$ cat config.mk
export PLATFORM = sky130hd
export DESIGN_NAME = ntsc_sync_gen
export DESIGN_NICKNAME = d
export VERILOG_FILES = /design/src/rtl/ntsc_sync_pkg.sv /design/src/rtl/ntsc_timing_counter.sv /design/src/rtl/ntsc_sync_gen.sv
export SDC_FILE = /design/constraint.sdc
export NUM_CORES = 1
export LEC_CHECK = 0
export ABC_AREA = 1
export CAP_MARGIN = 20
export CORE_MARGIN = 2
export CORE_UTILIZATION = 55
export CTS_CLUSTER_DIAMETER = 100
export CTS_CLUSTER_SIZE = 25
export DETAILED_ROUTE_END_ITERATION = 10
export DONT_BUFFER_PORTS = 1
export HOLD_SLACK_MARGIN = 0.08
export PLACE_DENSITY = 0.69
export SETUP_SLACK_MARGIN = 0.02
export SYNTH_ARGS = -nofsm -noshare
export SYNTH_HDL_FRONTEND = slang
export SYNTH_SLANG_ARGS = --single-unit
$ cat constraint.sdc
create_clock -name clk4mhz -period 5.1 [get_ports clk4mhz]
set_input_delay 1.275 -clock clk4mhz [delete_from_list [all_inputs] [get_ports clk4mhz]]
set_output_delay 1.275 -clock clk4mhz [all_outputs]
set_load 0.05 [all_outputs]
$ cat src/rtl/ntsc_sync_pkg.sv
// Timing constants, half-line classification and decode helper for the NTSC sync generator.
// All counts are in 4 MHz ticks (250 ns).
`timescale 1ns/1ps
package ntsc_sync_pkg;

    localparam logic [6:0]  HALF_LINE   = 7'd127;
    localparam logic [10:0] FRAME_HL    = 11'd1050;
    localparam logic [10:0] FIELD2_HL   = 11'd525;

    localparam logic [6:0]  HSYNC_W     = 7'd19;
    localparam logic [6:0]  EQ_W        = 7'd9;
    localparam logic [6:0]  BROAD_LOW   = 7'd108;
    localparam logic [6:0]  BURST_START = 7'd22;
    localparam logic [6:0]  BURST_END   = 7'd31;

    // Field-relative half-line bounds; field 2 uses the same pattern offset by FIELD2_HL.
    localparam logic [10:0] EQ_PRE_HI   = 11'd5;
    localparam logic [10:0] BROAD_LO    = 11'd6;
    localparam logic [10:0] BROAD_HI    = 11'd11;
    localparam logic [10:0] EQ_POST_HI  = 11'd17;

    typedef enum logic [1:0] {
        HL_NORMAL = 2'd0,
        HL_EQ     = 2'd1,
        HL_BROAD  = 2'd2
    } hl_type_e;

    function automatic hl_type_e hl_type(input logic [10:0] hl);
        logic [10:0] hl_f;
        hl_type_e    typ;
        if (hl >= FIELD2_HL) begin
            hl_f = hl - FIELD2_HL;
        end else begin
            hl_f = hl;
        end
        if (hl_f <= EQ_PRE_HI) begin
            typ = HL_EQ;
        end else if (hl_f >= BROAD_LO && hl_f <= BROAD_HI) begin
            typ = HL_BROAD;
        end else if (hl_f <= EQ_POST_HI) begin
            typ = HL_EQ;
        end else begin
            typ = HL_NORMAL;
        end
        return typ;
    endfunction

endpackage

$ cat src/rtl/ntsc_timing_counter.sv
// Tick (0..126) and half-line (0..1049) counters for the NTSC sync generator.
// Both hold their value whenever en is low.
`timescale 1ns/1ps
module ntsc_timing_counter
    import ntsc_sync_pkg::*;
(
    input  logic        clk4mhz,
    input  logic        rst,
    input  logic        en,
    output logic [6:0]  tick,
    output logic [10:0] hl
);

    logic [6:0]  tick_q, tick_d;
    logic [10:0] hl_q, hl_d;

    // Next-count logic with wrap at end of half-line and end of frame.
    always_comb begin
        tick_d = tick_q;
        hl_d   = hl_q;
        if (en) begin
            if (tick_q == HALF_LINE - 7'd1) begin
                tick_d = 7'd0;
                if (hl_q == FRAME_HL - 11'd1) begin
                    hl_d = 11'd0;
                end else begin
                    hl_d = hl_q + 11'd1;
                end
            end else begin
                tick_d = tick_q + 7'd1;
            end
        end else begin
            tick_d = tick_q;
            hl_d   = hl_q;
        end
    end

    // Counter state registers.
    always_ff @(posedge clk4mhz or posedge rst) begin
        if (rst) begin
            tick_q <= 7'd0;
            hl_q   <= 11'd0;
        end else begin
            tick_q <= tick_d;
            hl_q   <= hl_d;
        end
    end

    assign tick = tick_q;
    assign hl   = hl_q;

endmodule

$ cat src/rtl/ntsc_sync_gen.sv
// NTSC composite/vertical sync, burst gate, field/line and start-of-frame generator.
// Outputs are registered decodes of the counter position seen before each clock edge.
`timescale 1ns/1ps
module ntsc_sync_gen
    import ntsc_sync_pkg::*;
(
    input  logic       clk4mhz,
    input  logic       rst,
    input  logic       en,
    output logic       csync,
    output logic       vsync,
    output logic       burst,
    output logic       field,
    output logic [9:0] line,
    output logic       sof
);

    logic [6:0]  tick_s;
    logic [10:0] hl_s;
    hl_type_e    typ_s;
    logic        csync_low_s;
    logic        vsync_low_s;
    logic        burst_low_s;
    logic        even_hl_s;

    logic       csync_q, csync_d;
    logic       vsync_q, vsync_d;
    logic       burst_q, burst_d;
    logic       field_q, field_d;
    logic [9:0] line_q, line_d;
    logic       sof_q, sof_d;

    ntsc_timing_counter u_counter (
        .clk4mhz (clk4mhz),
        .rst     (rst),
        .en      (en),
        .tick    (tick_s),
        .hl      (hl_s)
    );

    // Classify the current half-line and decode the active-high pulse conditions.
    always_comb begin
        typ_s       = hl_type(hl_s);
        even_hl_s   = ~hl_s[0];
        csync_low_s = 1'b0;
        vsync_low_s = 1'b0;
        burst_low_s = 1'b0;
        case (typ_s)
            HL_EQ: begin
                csync_low_s = (tick_s < EQ_W);
            end
            HL_BROAD: begin
                csync_low_s = (tick_s < BROAD_LOW);
                vsync_low_s = 1'b1;
            end
            HL_NORMAL: begin
                // Odd normal half-lines are the second half of a visible line: no sync.
                csync_low_s = even_hl_s && (tick_s < HSYNC_W);
                burst_low_s = even_hl_s && (tick_s >= BURST_START) && (tick_s <= BURST_END);
            end
            default: begin
                csync_low_s = 1'b0;
                vsync_low_s = 1'b0;
                burst_low_s = 1'b0;
            end
        endcase
    end

    // Output next-state: live decode when running, idle levels with held field/line when not.
    always_comb begin
        csync_d = 1'b1;
        vsync_d = 1'b1;
        burst_d = 1'b1;
        field_d = field_q;
        line_d  = line_q;
        sof_d   = 1'b0;
        if (en) begin
            csync_d = ~csync_low_s;
            vsync_d = ~vsync_low_s;
            burst_d = ~burst_low_s;
            field_d = (hl_s < FIELD2_HL);
            line_d  = hl_s[10:1] + 10'd1;
            sof_d   = (hl_s == 11'd0) && (tick_s == 7'd0);
        end else begin
            csync_d = 1'b1;
            vsync_d = 1'b1;
            burst_d = 1'b1;
            field_d = field_q;
            line_d  = line_q;
            sof_d   = 1'b0;
        end
    end

    // Output registers.
    always_ff @(posedge clk4mhz or posedge rst) begin
        if (rst) begin
            csync_q <= 1'b1;
            vsync_q <= 1'b1;
            burst_q <= 1'b1;
            field_q <= 1'b1;
            line_q  <= 10'd1;
            sof_q   <= 1'b0;
        end else begin
            csync_q <= csync_d;
            vsync_q <= vsync_d;
            burst_q <= burst_d;
            field_q <= field_d;
            line_q  <= line_d;
            sof_q   <= sof_d;
        end
    end

    assign csync = csync_q;
    assign vsync = vsync_q;
    assign burst = burst_q;
    assign field = field_q;
    assign line  = line_q;
    assign sof   = sof_q;

endmodule

==> results.tsv <==
stage	metric	value	unit
run_status	status	complete, no violations	
logic_synthesis	syn nets	347	
timing	Final Hold Slack	575	ps
logic_synthesis	Post-Synth Simple-Gate Area	37.0	%
worst_setup_path	Critical Path RT	5330	ps
min_path	Hold Path Class	flip-flop to flip-flop	
cts	clk sinks	33	
cells_and_area	final instance area	2460	um^2
global_route	vias in the first global route	2064	
floorplanning	row cnt	23	
timing	final setup vio count	0	
cells_and_area	fin nets	346	
placement	routability congestion estimate	0.923	
cells_and_area	Final Core Density	60.6	%
logic_synthesis	synth warn	0	
detailed_routing	via count	2132	
floorplanning	Die X	69.3	um
placement	placed cell area	2360	um^2
logic_synthesis	sequential area share after synthesis	35.4	%
job	maxcap violations	0	
global_route	gr ovfl total	0	
floorplanning	Die Area	4810	um^2
cells_and_area	FF/Latch Area	832	um^2
logic_synthesis	Avg Cell Area, Syn	7.01	um^2
placement	I/O Buffers	0	
cts	Max Root-Sink Buffers	2	
logic_synthesis	largest family of logic cells by synthesized area	simple AND/OR/NAND/NOR gates	
timing	Final min period	2450	ps
cells_and_area	Area Overhead vs Synth	4.69	%
cts	root buffer cell	clkbuf_8	
detailed_routing	Via-to-Cell Ratio	5.54	
detailed_routing	first drt pass iteration count	4	
floorplanning	Die Span Y	69.3	um
logic_synthesis	Synth cell types	34	
logic_synthesis	mapped cell area	2350	um^2
cts	cts repair resizes	0	
floorplanning	initial core utilization	57.9	%
timing	Slew HR	58.2	%
pwr	pwr/cell area	257	nW/um^2
logic_synthesis	async set-or-reset flop fraction in the synthesized netlist	100	%
global_route	GRT Overall Usage	24.6	%
timing	RSZ-0062 raised after global routing	no	
cells_and_area	layout cells sized above 1	10.4	%
worst_setup_path	critical path capture point type	flip-flop	
cts	number of CTS-inserted buffers	5	
timing	Clock Skew	7.08	ps
detailed_routing	number of antenna-violating nets in the routed design	0	
logic_synthesis	multiplexer area fraction after synthesis	0	%
floorplanning	I/O Pins	18	
cts	CTS tree	done	
logic_synthesis	top cell type's share of synthesized area	29.8	%
worst_setup_path	CP arrival	2670	ps
cts	Hold-fix buffers, CTS	0	
timing	Fmax	409	MHz
worst_setup_path	Critical Path Fanout Max	12	
detailed_routing	final wirelength	5400	um
timing	Worst-Margin Slew	626	ps
logic_synthesis	Synth Instances	335	
cells_and_area	area of the multi-input gates	1290	um^2
pwr	total power	632	uW
logic_synthesis	Post-synth EDFFs	0	
global_route	initial antenna violation count	0	
worst_setup_path	Crit Path Class	flip-flop to flip-flop	
global_route	largest net degree at the start of global routing	34	
logic_synthesis	adder-cell area share of the yosys netlist	4.79	%
worst_setup_path	Worst setup SP type	flip-flop	
floorplanning	total core area	4060	um^2
logic_synthesis	leading area contributor after synthesis	dfrtp_1	
timing	setup_tns	0	ps
cts	Clock Pin Slew Worst Setup and Hold Paths	60	ps
pwr	VDD IR-drop max	225	uV
logic_synthesis	Seq cells post-synth	33	
timing	fin crit share	47.9	%
detailed_routing	wire per inst	14.0	um
logic_synthesis	XOR/XNOR Fraction of Synth Area	3.73	%
timing	Slew Limit Fails	0	
placement	post-DP HPWL	4140	um
cts	Post-CTS Setup Bufs	0	
cells_and_area	filler instances	366	
timing	Final Hold Fails	0	
cts	H-tree depth	2	
global_route	first-pass GRT wire length	9660	um
pwr	Leak	1.21	nW
cells_and_area	antenna cells	0	
logic_synthesis	main area contributors after synthesis	dfrtp_1 30%, nand2_1 16%, nand3_1 7.2%	
logic_synthesis	Main synth FF type	dfrtp_1	
cts	Skew-Pair Late Insertion Delay	280	ps
logic_synthesis	post-synthesis compound-gate area fraction	9.38	%
detailed_routing	number of remaining DRC errors	0	
detailed_routing	Initial DRC Count	161	
worst paths after layout:
check / startpoint / to / slack, ps / depth (start not counted)
worst max-delay path: u_counter.hl[2] / csync / 2650 / 17
min in group asynchronous: rst / line[9] / 960 / 2
worst min-delay path: u_counter.tick[0] / u_counter.tick[0] / 570 / 2
worst min register to register: u_counter.tick[0] / u_counter.tick[0] / 570 / 2
max in group asynchronous: rst / csync / 3810 / 2
worst max register to register: u_counter.hl[2] / csync / 2650 / 17
flip-flops by register name, indices dropped and copies added (netlist names):
name,flops
csync,1
field,1
line,10
vsync,1
sof,1
u_counter.hl,11
u_counter.tick,7
burst,1
per-layer routing:
metal  up-vias  share of wire [%]  global-route usage, %
met2        69                 43                   35.6
met1       971                 49                   36.4
li1       1081                  -                      -
met3        11                6.6                   4.80
met4         0                1.7                   8.71
met5         -                  0                      0
cell type report:
cell class                 count  share of cell area (%)
clock buffer                   7                    3.92
clock inverter                 1                   0.204
inverter                      43                    6.77
multi-input combinational    250                    52.4
sequential                    33                    33.8
tap                           50                    2.54
timing repair buffer           1                   0.305
cells in the final DEF, fill, tap and decap left out, types with 8 or more instances in the layout:
cell type,count
nor3_1,8
nand3_1,34
xor2_1,9
dfrtp_1,28
o21ai_0,11
ha_1,9
nor2_1,28
nand2_1,100
a21oi_1,12
inv_1,38
stage by stage:
stage	setup WS (ps)	cells
floorplan	2870	335
global placement	2630	377
detailed placement	2650	377
CTS	2690	385
global route	2380	385
finish	2650	385
worst max-delay path, stage by stage, from the launching register on:
cell     delay (ps)
dfrtp_1         530
ha_1            290
inv_1            80
nand2_1          60
nand2_1         120
nand2_1         140
nand2_2         170
nand2_4         180
nand2_1          90
nand2_1         110
nand2_1          90
nor3_1          150
nand2_1          90
nand2_2          80
nand3_1          60
nand2_1          60
inv_1            30
nand2_1          40
power breakdown:
group | total [mW] | internal [mW] | switching, mW
Combinational | 0.0985 | 0.0316 | 0.0669
Sequential | 0.321 | 0.283 | 0.0375
Clock | 0.213 | 0.122 | 0.0909
Total | 0.632 | 0.437 | 0.195
cells in the mapped netlist, types with 4 or more instances:
library cell	n
a21oi_1	12
buf_2	4
dfrtp_1	28
dfstp_2	5
ha_1	9
inv_1	38
nand2_1	100
nand2_2	7
nand3_1	34
nand4_1	7
nor2_1	28
nor2_2	4
nor3_1	8
o21ai_0	11
xor2_1	9
cells by family after synthesis:
logic type	count (synthesis)
and+or+nand+nor	195
buffers and inverters	52
AOI/OAI and AO/OA	36
DFF	33
xor gates and xnor gates	10
adders and majority gates	9
Power figures use the tool's default switching activity.
